## src/rtl/relu_backward.sv

```systemverilog
// ReLU backward stage: LIFO of forward derivative masks gating gradients.
// Optional leaky gating of masked elements with RELU_BWD_LEAKY_EN.
`ifndef N
`define N 16
`endif

module relu_backward #(
    parameter int Size      = 3,
    parameter int Depth     = 4,
    parameter int LeakShift = 3
) (
    input  logic                         clk,
    input  logic                         rst,
    input  logic                         flush,
    input  logic                         fwd_valid,
    output logic                         fwd_ready,
    input  logic [`N-1:0]                fwd_a [0:Size-1],
    input  logic                         bwd_valid,
    output logic                         bwd_ready,
    input  logic [`N-1:0]                bwd_g [0:Size-1],
    output logic                         out_valid,
    input  logic                         out_ready,
    output logic [`N-1:0]                out_g [0:Size-1],
    output logic [$clog2(Depth+1)-1:0]   count
);

    localparam int CW = $clog2(Depth + 1);
    localparam int AW = (Depth > 1) ? $clog2(Depth) : 1;

    logic [Size-1:0] stack [Depth];
    logic [Size-1:0] mask;
    logic [Size-1:0] top;
    logic            push;
    logic            pop;
    logic [CW-1:0]   rd_ptr;
    logic [CW-1:0]   wr_ptr;
    logic [`N-1:0]   gated [Size];

    function automatic logic [`N-1:0] leak(input logic [`N-1:0] g);
        logic [`N-2:0] mag;
        mag = g[`N-2:0] >> LeakShift;
        leak = (mag == '0) ? '0 : {g[`N-1], mag};
    endfunction

    assign bwd_ready = (count != '0) && (!out_valid || out_ready);
    assign pop       = bwd_valid && bwd_ready && !flush;
    assign fwd_ready = (count < CW'(Depth)) || pop;
    assign push      = fwd_valid && fwd_ready && !flush;

    // A simultaneous push replaces the entry being popped.
    assign rd_ptr = count - CW'(1);
    assign wr_ptr = pop ? rd_ptr : count;
    assign top    = stack[rd_ptr[AW-1:0]];

    always_comb begin
        for (int i = 0; i < Size; i++) begin
            mask[i] = !fwd_a[i][`N-1] && (fwd_a[i][`N-2:0] != '0);
        end
    end

    always_comb begin
        for (int i = 0; i < Size; i++) begin
`ifdef RELU_BWD_LEAKY_EN
            gated[i] = top[i] ? bwd_g[i] : leak(bwd_g[i]);
`else
            gated[i] = top[i] ? bwd_g[i] : '0;
`endif
        end
    end

    always_ff @(posedge clk or posedge rst) begin
        if (rst) begin
            for (int i = 0; i < Depth; i++) begin
                stack[i] <= '0;
            end
        end else if (push) begin
            stack[wr_ptr[AW-1:0]] <= mask;
        end
    end

    always_ff @(posedge clk or posedge rst) begin
        if (rst) begin
            count <= '0;
        end else if (flush) begin
            count <= '0;
        end else if (push && !pop) begin
            count <= count + CW'(1);
        end else if (pop && !push) begin
            count <= count - CW'(1);
        end
    end

    always_ff @(posedge clk or posedge rst) begin
        if (rst) begin
            out_valid <= 1'b0;
            for (int i = 0; i < Size; i++) begin
                out_g[i] <= '0;
            end
        end else if (flush) begin
            out_valid <= 1'b0;
            for (int i = 0; i < Size; i++) begin
                out_g[i] <= '0;
            end
        end else if (pop) begin
            out_valid <= 1'b1;
            for (int i = 0; i < Size; i++) begin
                out_g[i] <= gated[i];
            end
        end else if (out_ready) begin
            out_valid <= 1'b0;
        end
    end

endmodule

```

## config.mk

```make
export PLATFORM = sky130hd
export DESIGN_NAME = relu_backward
export DESIGN_NICKNAME = d
export VERILOG_FILES = /design/src/rtl/relu_backward.sv
export SDC_FILE = /design/constraint.sdc
export NUM_CORES = 1
export LEC_CHECK = 0
export ABC_CLOCK_PERIOD_IN_PS = 6300
export BUFFER_PORTS_ARGS = -buffer_cell sky130_fd_sc_hd__buf_2
export CORE_MARGIN = 2
export CORE_UTILIZATION = 48
export CTS_CLUSTER_DIAMETER = 60
export DETAILED_ROUTE_END_ITERATION = 12
export GPL_ROUTABILITY_DRIVEN = 0
export PLACE_DENSITY = 0.86
export SETUP_SLACK_MARGIN = 0.15
export SLEW_MARGIN = 20
export SYNTH_ARGS = -nofsm -noshare
export SYNTH_HDL_FRONTEND = slang
export SYNTH_SLANG_ARGS = --single-unit
```

## constraint.sdc

```tcl
create_clock -name clk -period 6.3 [get_ports clk]
set_input_delay 0.63 -clock clk [delete_from_list [all_inputs] [get_ports clk]]
set_output_delay 0.63 -clock clk [all_outputs]
set_load 0.03 [all_outputs]
```

; Word-level counts from Yosys, hierarchy flattened
; Index checks and enable logic that the tools add are counted.
[word_totals]
register_bits = 64
wordCells = 62
out_inout_bits = 54
[op_classes]
n_lt_le_gt_ge = 4
n_addsub = 2
n_reduce_logical = 27
n_mux = 18
bitwise = 2
[ops]
columns = op, n
row1 = 48-bit 2-to-1 mux, 2
row2 = 16-bit 2-to-1 mux, 3
row3 = 15-bit nonzero test, 3
row4 = 3-bit 2-to-1 mux, 6
row5 = 12-bit bitwise mux, 1
row6 = 1-bit logical AND, 11
row7 = 3-bit nonzero test, 3
row8 = 1-bit logical NOT, 7
row9 = 3-bit binary-select mux with 2-bit select, 1
row10 = 3-bit demux with 2-bit select, 1
row11 = 3-bit greater-or-equal comparator (second input constant), 2
row12 = 2-bit inverter with 3-bit output, 2
row13 = 3-bit by 1-bit adder with 3-bit output (second input constant), 1
row14 = 3-bit by 1-bit < comparator with 1-bit output (second input constant), 1
row15 = 3-bit < comparator (second input constant), 1
row16 = 1-bit 2-to-1 mux, 3
row17 = 3-bit by 1-bit subtractor with 3-bit output (second input constant), 1
row18 = 1-bit logical OR, 2
row19 = 2-bit 2-to-1 mux, 1
row20 = 2-bit nonzero test, 1

; Longest topological paths before layout
[logic_depth]
word_depth = 13
ltp_mapped = 9

; Least setup slack after synthesis
; Ideal clock, no wire load.
[synth_path]
path_type = flip-flop to flip-flop
start = register count[0]
end = register out_g[0] (netlist bit)
stages_incl_launch_ff = 10
required_ns = 6.179
slack_ns = 3.957
setup_time_ns = 0.121
path_buffers = 4
period_less_slack_ns = 2.343
t_arrival_ns = 2.222
cell_sequence = dfrtp_1 -> buf_6 -> inv_1 -> ha_1 -> clkbuf_1 -> mux4_2 -> nor2b_1 -> buf_6 -> buf_6 -> a22o_1
[synth_via]
elab_chain_cells = 8
word_cells_on_any_way = 13
[synth_lines]
columns = item, line
row1 = from (decl), 24  ; output logic [$clog2(Depth+1)-1:0] count
row2 = from (signal assigned), 87  ; count <= count + CW'(1);
row3 = from (signal assigned), 89  ; count <= count - CW'(1);
row4 = 3-bit by 1-bit subtractor with 3-bit output, --
row5 = 2-bit inverter with 3-bit output (implied by the code), 53  ; assign top = stack[rd_ptr[AW-1:0]];
row6 = 3-bit binary-select mux with 2-bit select, 53
row7 = 3-bit 2-to-1 mux (implied by the code) (2 in a row), 53
row8 = 16-bit 2-to-1 mux, 66  ; gated[i] = top[i] ? bwd_g[i] : '0;
row9 = 48-bit 2-to-1 mux, 104  ; end else if (pop) begin
row10 = 48-bit 2-to-1 mux, 99  ; end else if (flush) begin
row11 = "to (signal, indexed assignment)", 107  ; out_g[i] <= gated[i];
row12 = to (decl), 23  ; output logic [`N-1:0] out_g [0:Size-1],
; Parallel ways exist; a longest one is shown, timed or not. The select of a mux whose other input is x is not followed.
; A chain may end at the register's enable or synchronous reset.

; Final worst setup path
[layout_path]
start = register count[0]
end = output fwd_ready
[layout_via]
elab_chain_cells = 5
word_cells_on_any_way = 6
[layout_lines]
columns = item, line
row1 = "parallel branches: the longest is 4 deep, another holds 3-bit < comparator", --
row2 = 1-bit logical OR (*), 47  ; assign fwd_ready = (count < CW'(Depth)) || pop;
row3 = to (decl), 16  ; output logic fwd_ready,
; Mark *: on every way between the ends.

==> tab_implementation.tex <==
\begin{tabular}{lr}
\hline
Metric & Value \\
\hline
\multicolumn{2}{l}{\textbf{Status}} \\
Result of the run & completed \\
\multicolumn{2}{l}{\textbf{Synth}} \\
Cell area after synthesis & approximately 0.0028 mm\^{}2 \\
Synth Register Bits & between 60 and 70 \\
Seq/Total Area, Yosys & 0.5712 \\
Number of flops mapped to enable cells by yosys & 0 \\
Synthesized netlist net count & 313 \\
Warnings, synthesis & 0 \\
Netlist cell types & 32 \\
Avg Synthesized Cell Area & 13.48 um\^{}2 \\
Prevailing post-synth register cell & sky130\_fd\_sc\_hd\_\_dfrtp\_1 \\
Cell count after synthesis & 208 \\
Fraction of registers with async set or reset after synthesis & 1.000 \\
\multicolumn{2}{l}{\textbf{Die}} \\
Ports & 156 \\
Height of the die & 80.43 um \\
Die area & about 0.0065 mm\^{}2 \\
Initial standard-cell utilization of the core & 0.5030 \\
Core region area & between 0.005 and 0.006 mm\^{}2 \\
Floorplan row count & 27 \\
Die width & 80.43 um \\
\multicolumn{2}{l}{\textbf{Finish}} \\
Number of diodes & 0 \\
Commonest cells after routing, fill and taps aside & sky130\_fd\_sc\_hd\_\_buf\_2, sky130\_fd\_sc\_hd\_\_dfrtp\_1, sky130\_fd\_sc\_hd\_\_a22o\_1, sky130\_fd\_sc\_hd\_\_mux2\_2, sky130\_fd\_sc\_hd\_\_nor4\_1 \\
Share of final-layout standard cells stronger than drive strength 1 & 0.5479 \\
Area added between synthesis and finish & 36.72\% \\
Total Nets Final & 465 \\
Final instance area & 0.003834 mm\^{}2 \\
Leading cell type in the layout, fill and taps excluded & sky130\_fd\_sc\_hd\_\_buf\_2 \\
\multicolumn{2}{l}{\textbf{Placement}} \\
Placement Setup Slack & 3540 ps \\
DP Area & 0.003555 mm\^{}2 \\
Post-detail-place hpwl & 4.958 mm \\
\# port buffers & 155 \\
\multicolumn{2}{l}{\textbf{STA}} \\
Final Slew Violations & 0 \\
Max-Slew Margin vs Limit & 0.4743 \\
Clk\_skew & 11.92 ps \\
PnR worst setup slack & 3601 ps \\
Clock period minus worst slack & about 2700 ps \\
Slew of the pin with the lowest slew margin & 788.6 ps \\
Fin crit share & 0.4285 \\
RSZ-0062 raised after global routing & false \\
Final hold vios & 0 \\
Total negative slack for setup checks & 0 ps \\
Finish-stage setup viols & 0 \\
Maximum operating frequency & around 0.37 GHz \\
\multicolumn{2}{l}{\textbf{Drt}} \\
Post-detailed-route count of antenna-violating nets & 0 \\
Number of DRC violations after detailed-routing iteration 0 & 120 \\
Final routed wirelength across all metal layers & 6.861 mm \\
Ratio of routed vias to standard cells & 5.481 \\
TritonRoute pass-1 iters & 4 \\
Average routed wire per standard cell & 15.70 um \\
Vias post-DR & $\sim$2,400 \\
DR DRC count & 0 \\
\multicolumn{2}{l}{\textbf{CTS}} \\
Clock Tree Root & sky130\_fd\_sc\_hd\_\_clkbuf\_8 \\
Clock tree sinks & 64 \\
Hold buffer count at CTS & 0 \\
TritonCTS clock tree & done \\
Clock slew at the register clock pins of the worst setup and hold paths & 70 ps \\
Number of buffers added for setup after CTS & 0 \\
Maximum buffer depth of the clock tree & 2 \\
CTS Buf Count & 9 \\
Post-CTS resize count & 0 \\
Insertion delay to the later sink of the worst-skew pair & 340 ps \\
Total number of H-tree levels & 3 \\
\multicolumn{2}{l}{\textbf{GRT}} \\
Global-route wire length before repair & 10.83 mm \\
Number of global-route vias before repair & 2,213 \\
Number of antenna violations at the first check in global routing & 0 \\
Overall Global Routing Usage & 0.2206 \\
Gr ovfl total & 0 \\
Largest net degree at the start of global routing & between 60 and 70 \\
\multicolumn{2}{l}{\textbf{Worst setup path}} \\
Category of the worst setup path launch point & flip-flop \\
List of cells traversed by the critical path & inv\_1, ha\_1, nand2b\_4, nand4b\_4, nand2\_1, buf\_2 \\
Class of the most critical setup path & flip-flop to output port \\
Kind of end point of the critical path & output port \\
WP buf/inv & 2 \\
Critical path's top delay family & flip-flops \\
Max stage delay cell, worst path & sky130\_fd\_sc\_hd\_\_dfrtp\_1 \\
Worst reg2reg setup slack & 3870 ps \\
Startpoint of the lowest-slack register-to-register path & count[0] \\
Endpoint required time on the critical path & 5670 ps \\
Reg2Reg Capture Point & out\_g[36] \\
Number of cells traversed by the worst register-to-register path & 5 \\
Arrival @ worst endpoint & 2070 ps \\
Delay of the slowest cell on the worst path & about 600 ps \\
CP Max Fanout & 12 \\
\multicolumn{2}{l}{\textbf{Pwr}} \\
Total leakage power & 2.087 nW \\
Ratio of total power to cell area & roughly 430 mW/mm\^{}2 \\
Peak supply drop & 0.2118 mV \\
\multicolumn{2}{l}{\textbf{Flow run}} \\
Number of maximum-capacitance constraint violations & 0 \\
\multicolumn{2}{l}{\textbf{Hold path}} \\
Path type of the worst min-delay path & input pin to asynchronous set/reset pin \\
\hline
\end{tabular}
==> kinds of logic after synthesis <==
kind of cell,synth area share
compound gates,0.1785
fa+ha+maj,0.01339
buf+inv,0.05444
flops,0.5712
mux,0.09594
simple gates,0.08657
==> registers in the layout, indices dropped and copies added, names as in the netlist <==
register and cells:
stack 12, out_valid 1, count 3, out_g 48
==> Yosys cell counts (3+ instances only) <==
cell,n,area (um^2)
sky130_fd_sc_hd__dfrtp_1,64,1602
sky130_fd_sc_hd__a22o_1,48,420.4
sky130_fd_sc_hd__mux2_2,17,191.4
sky130_fd_sc_hd__nor4_1,13,81.33
sky130_fd_sc_hd__buf_6,7,78.83
sky130_fd_sc_hd__inv_1,6,22.52
sky130_fd_sc_hd__buf_2,5,25.02
sky130_fd_sc_hd__nor2_1,5,18.77
sky130_fd_sc_hd__nor3_1,5,25.02
sky130_fd_sc_hd__a41oi_1,3,26.28
sky130_fd_sc_hd__buf_4,3,22.52
sky130_fd_sc_hd__ha_1,3,37.54
sky130_fd_sc_hd__mux4_2,3,67.56
sky130_fd_sc_hd__nand2_1,3,11.26
sky130_fd_sc_hd__nor2b_1,3,18.77
==> metal layers <==
layer,up-vias,GRT usage,wire (um)
li1,1110,-,-
met1,1156,0.2954,2839
met2,122,0.3475,3387
met3,7,0.05281,565
met4,0,0.08644,69
met5,-,0,0
==> how the worst max path moves through the flow <==
stage	endpoint	cells after the start	slack, ps	start
final	fwd_ready	6	3600	count[0]
after detailed placement	out_g[46]	5	3540	count[0]
after global placement	out_g[8]	5	3650	count[0]
after global routing	fwd_ready	6	3400	count[0]
after floorplan	out_g[0]	9	3960	count[0]
after CTS	out_g[22]	5	3530	count[0]
==> per-stage QoR <==
step	power [mW]	util	cells	hold WS (ps)
2_1_floorplan	1.062	-	208	475.1
3_3_place_gp	1.192	0.6377	420	482.1
3_5_place_dp	1.214	0.6377	420	485.9
4_1_cts	1.657	0.6828	436	482.5
5_1_grt	1.747	0.6878	437	483.1
6_report	1.658	0.6878	437	500.4
==> worst reg2reg max path: cells and delay by family (launching register included) <==
kind | cells | cell delay [ps]
muxes | 1 | 260
and+or+nand+nor | 1 | 550
AOI/OAI and AO/OA | 1 | 250
buffers and inverters | 1 | 200
DFF | 1 | 610
adders and majority gates | 1 | 510
==> final cells by class <==
type / count / area (um^2)
clock buffer: 10 / 137.6
clock inverter: 6 / 113.9
fill: 380 / 1740
inverter: 6 / 22.52
multi-input combinational: 122 / 1065
sequential: 64 / 1602
tap: 72 / 90.09
timing repair buffer: 157 / 803.3
==> power by group <==
group | switching (mW) | total [mW] | internal (mW)
logic | 0.370 | 0.627 | 0.257
registers | 0.0773 | 0.592 | 0.514
clock network | 0.165 | 0.440 | 0.275
total | 0.612 | 1.66 | 1.05
Note: power is estimated with default switching activity, not from simulation.
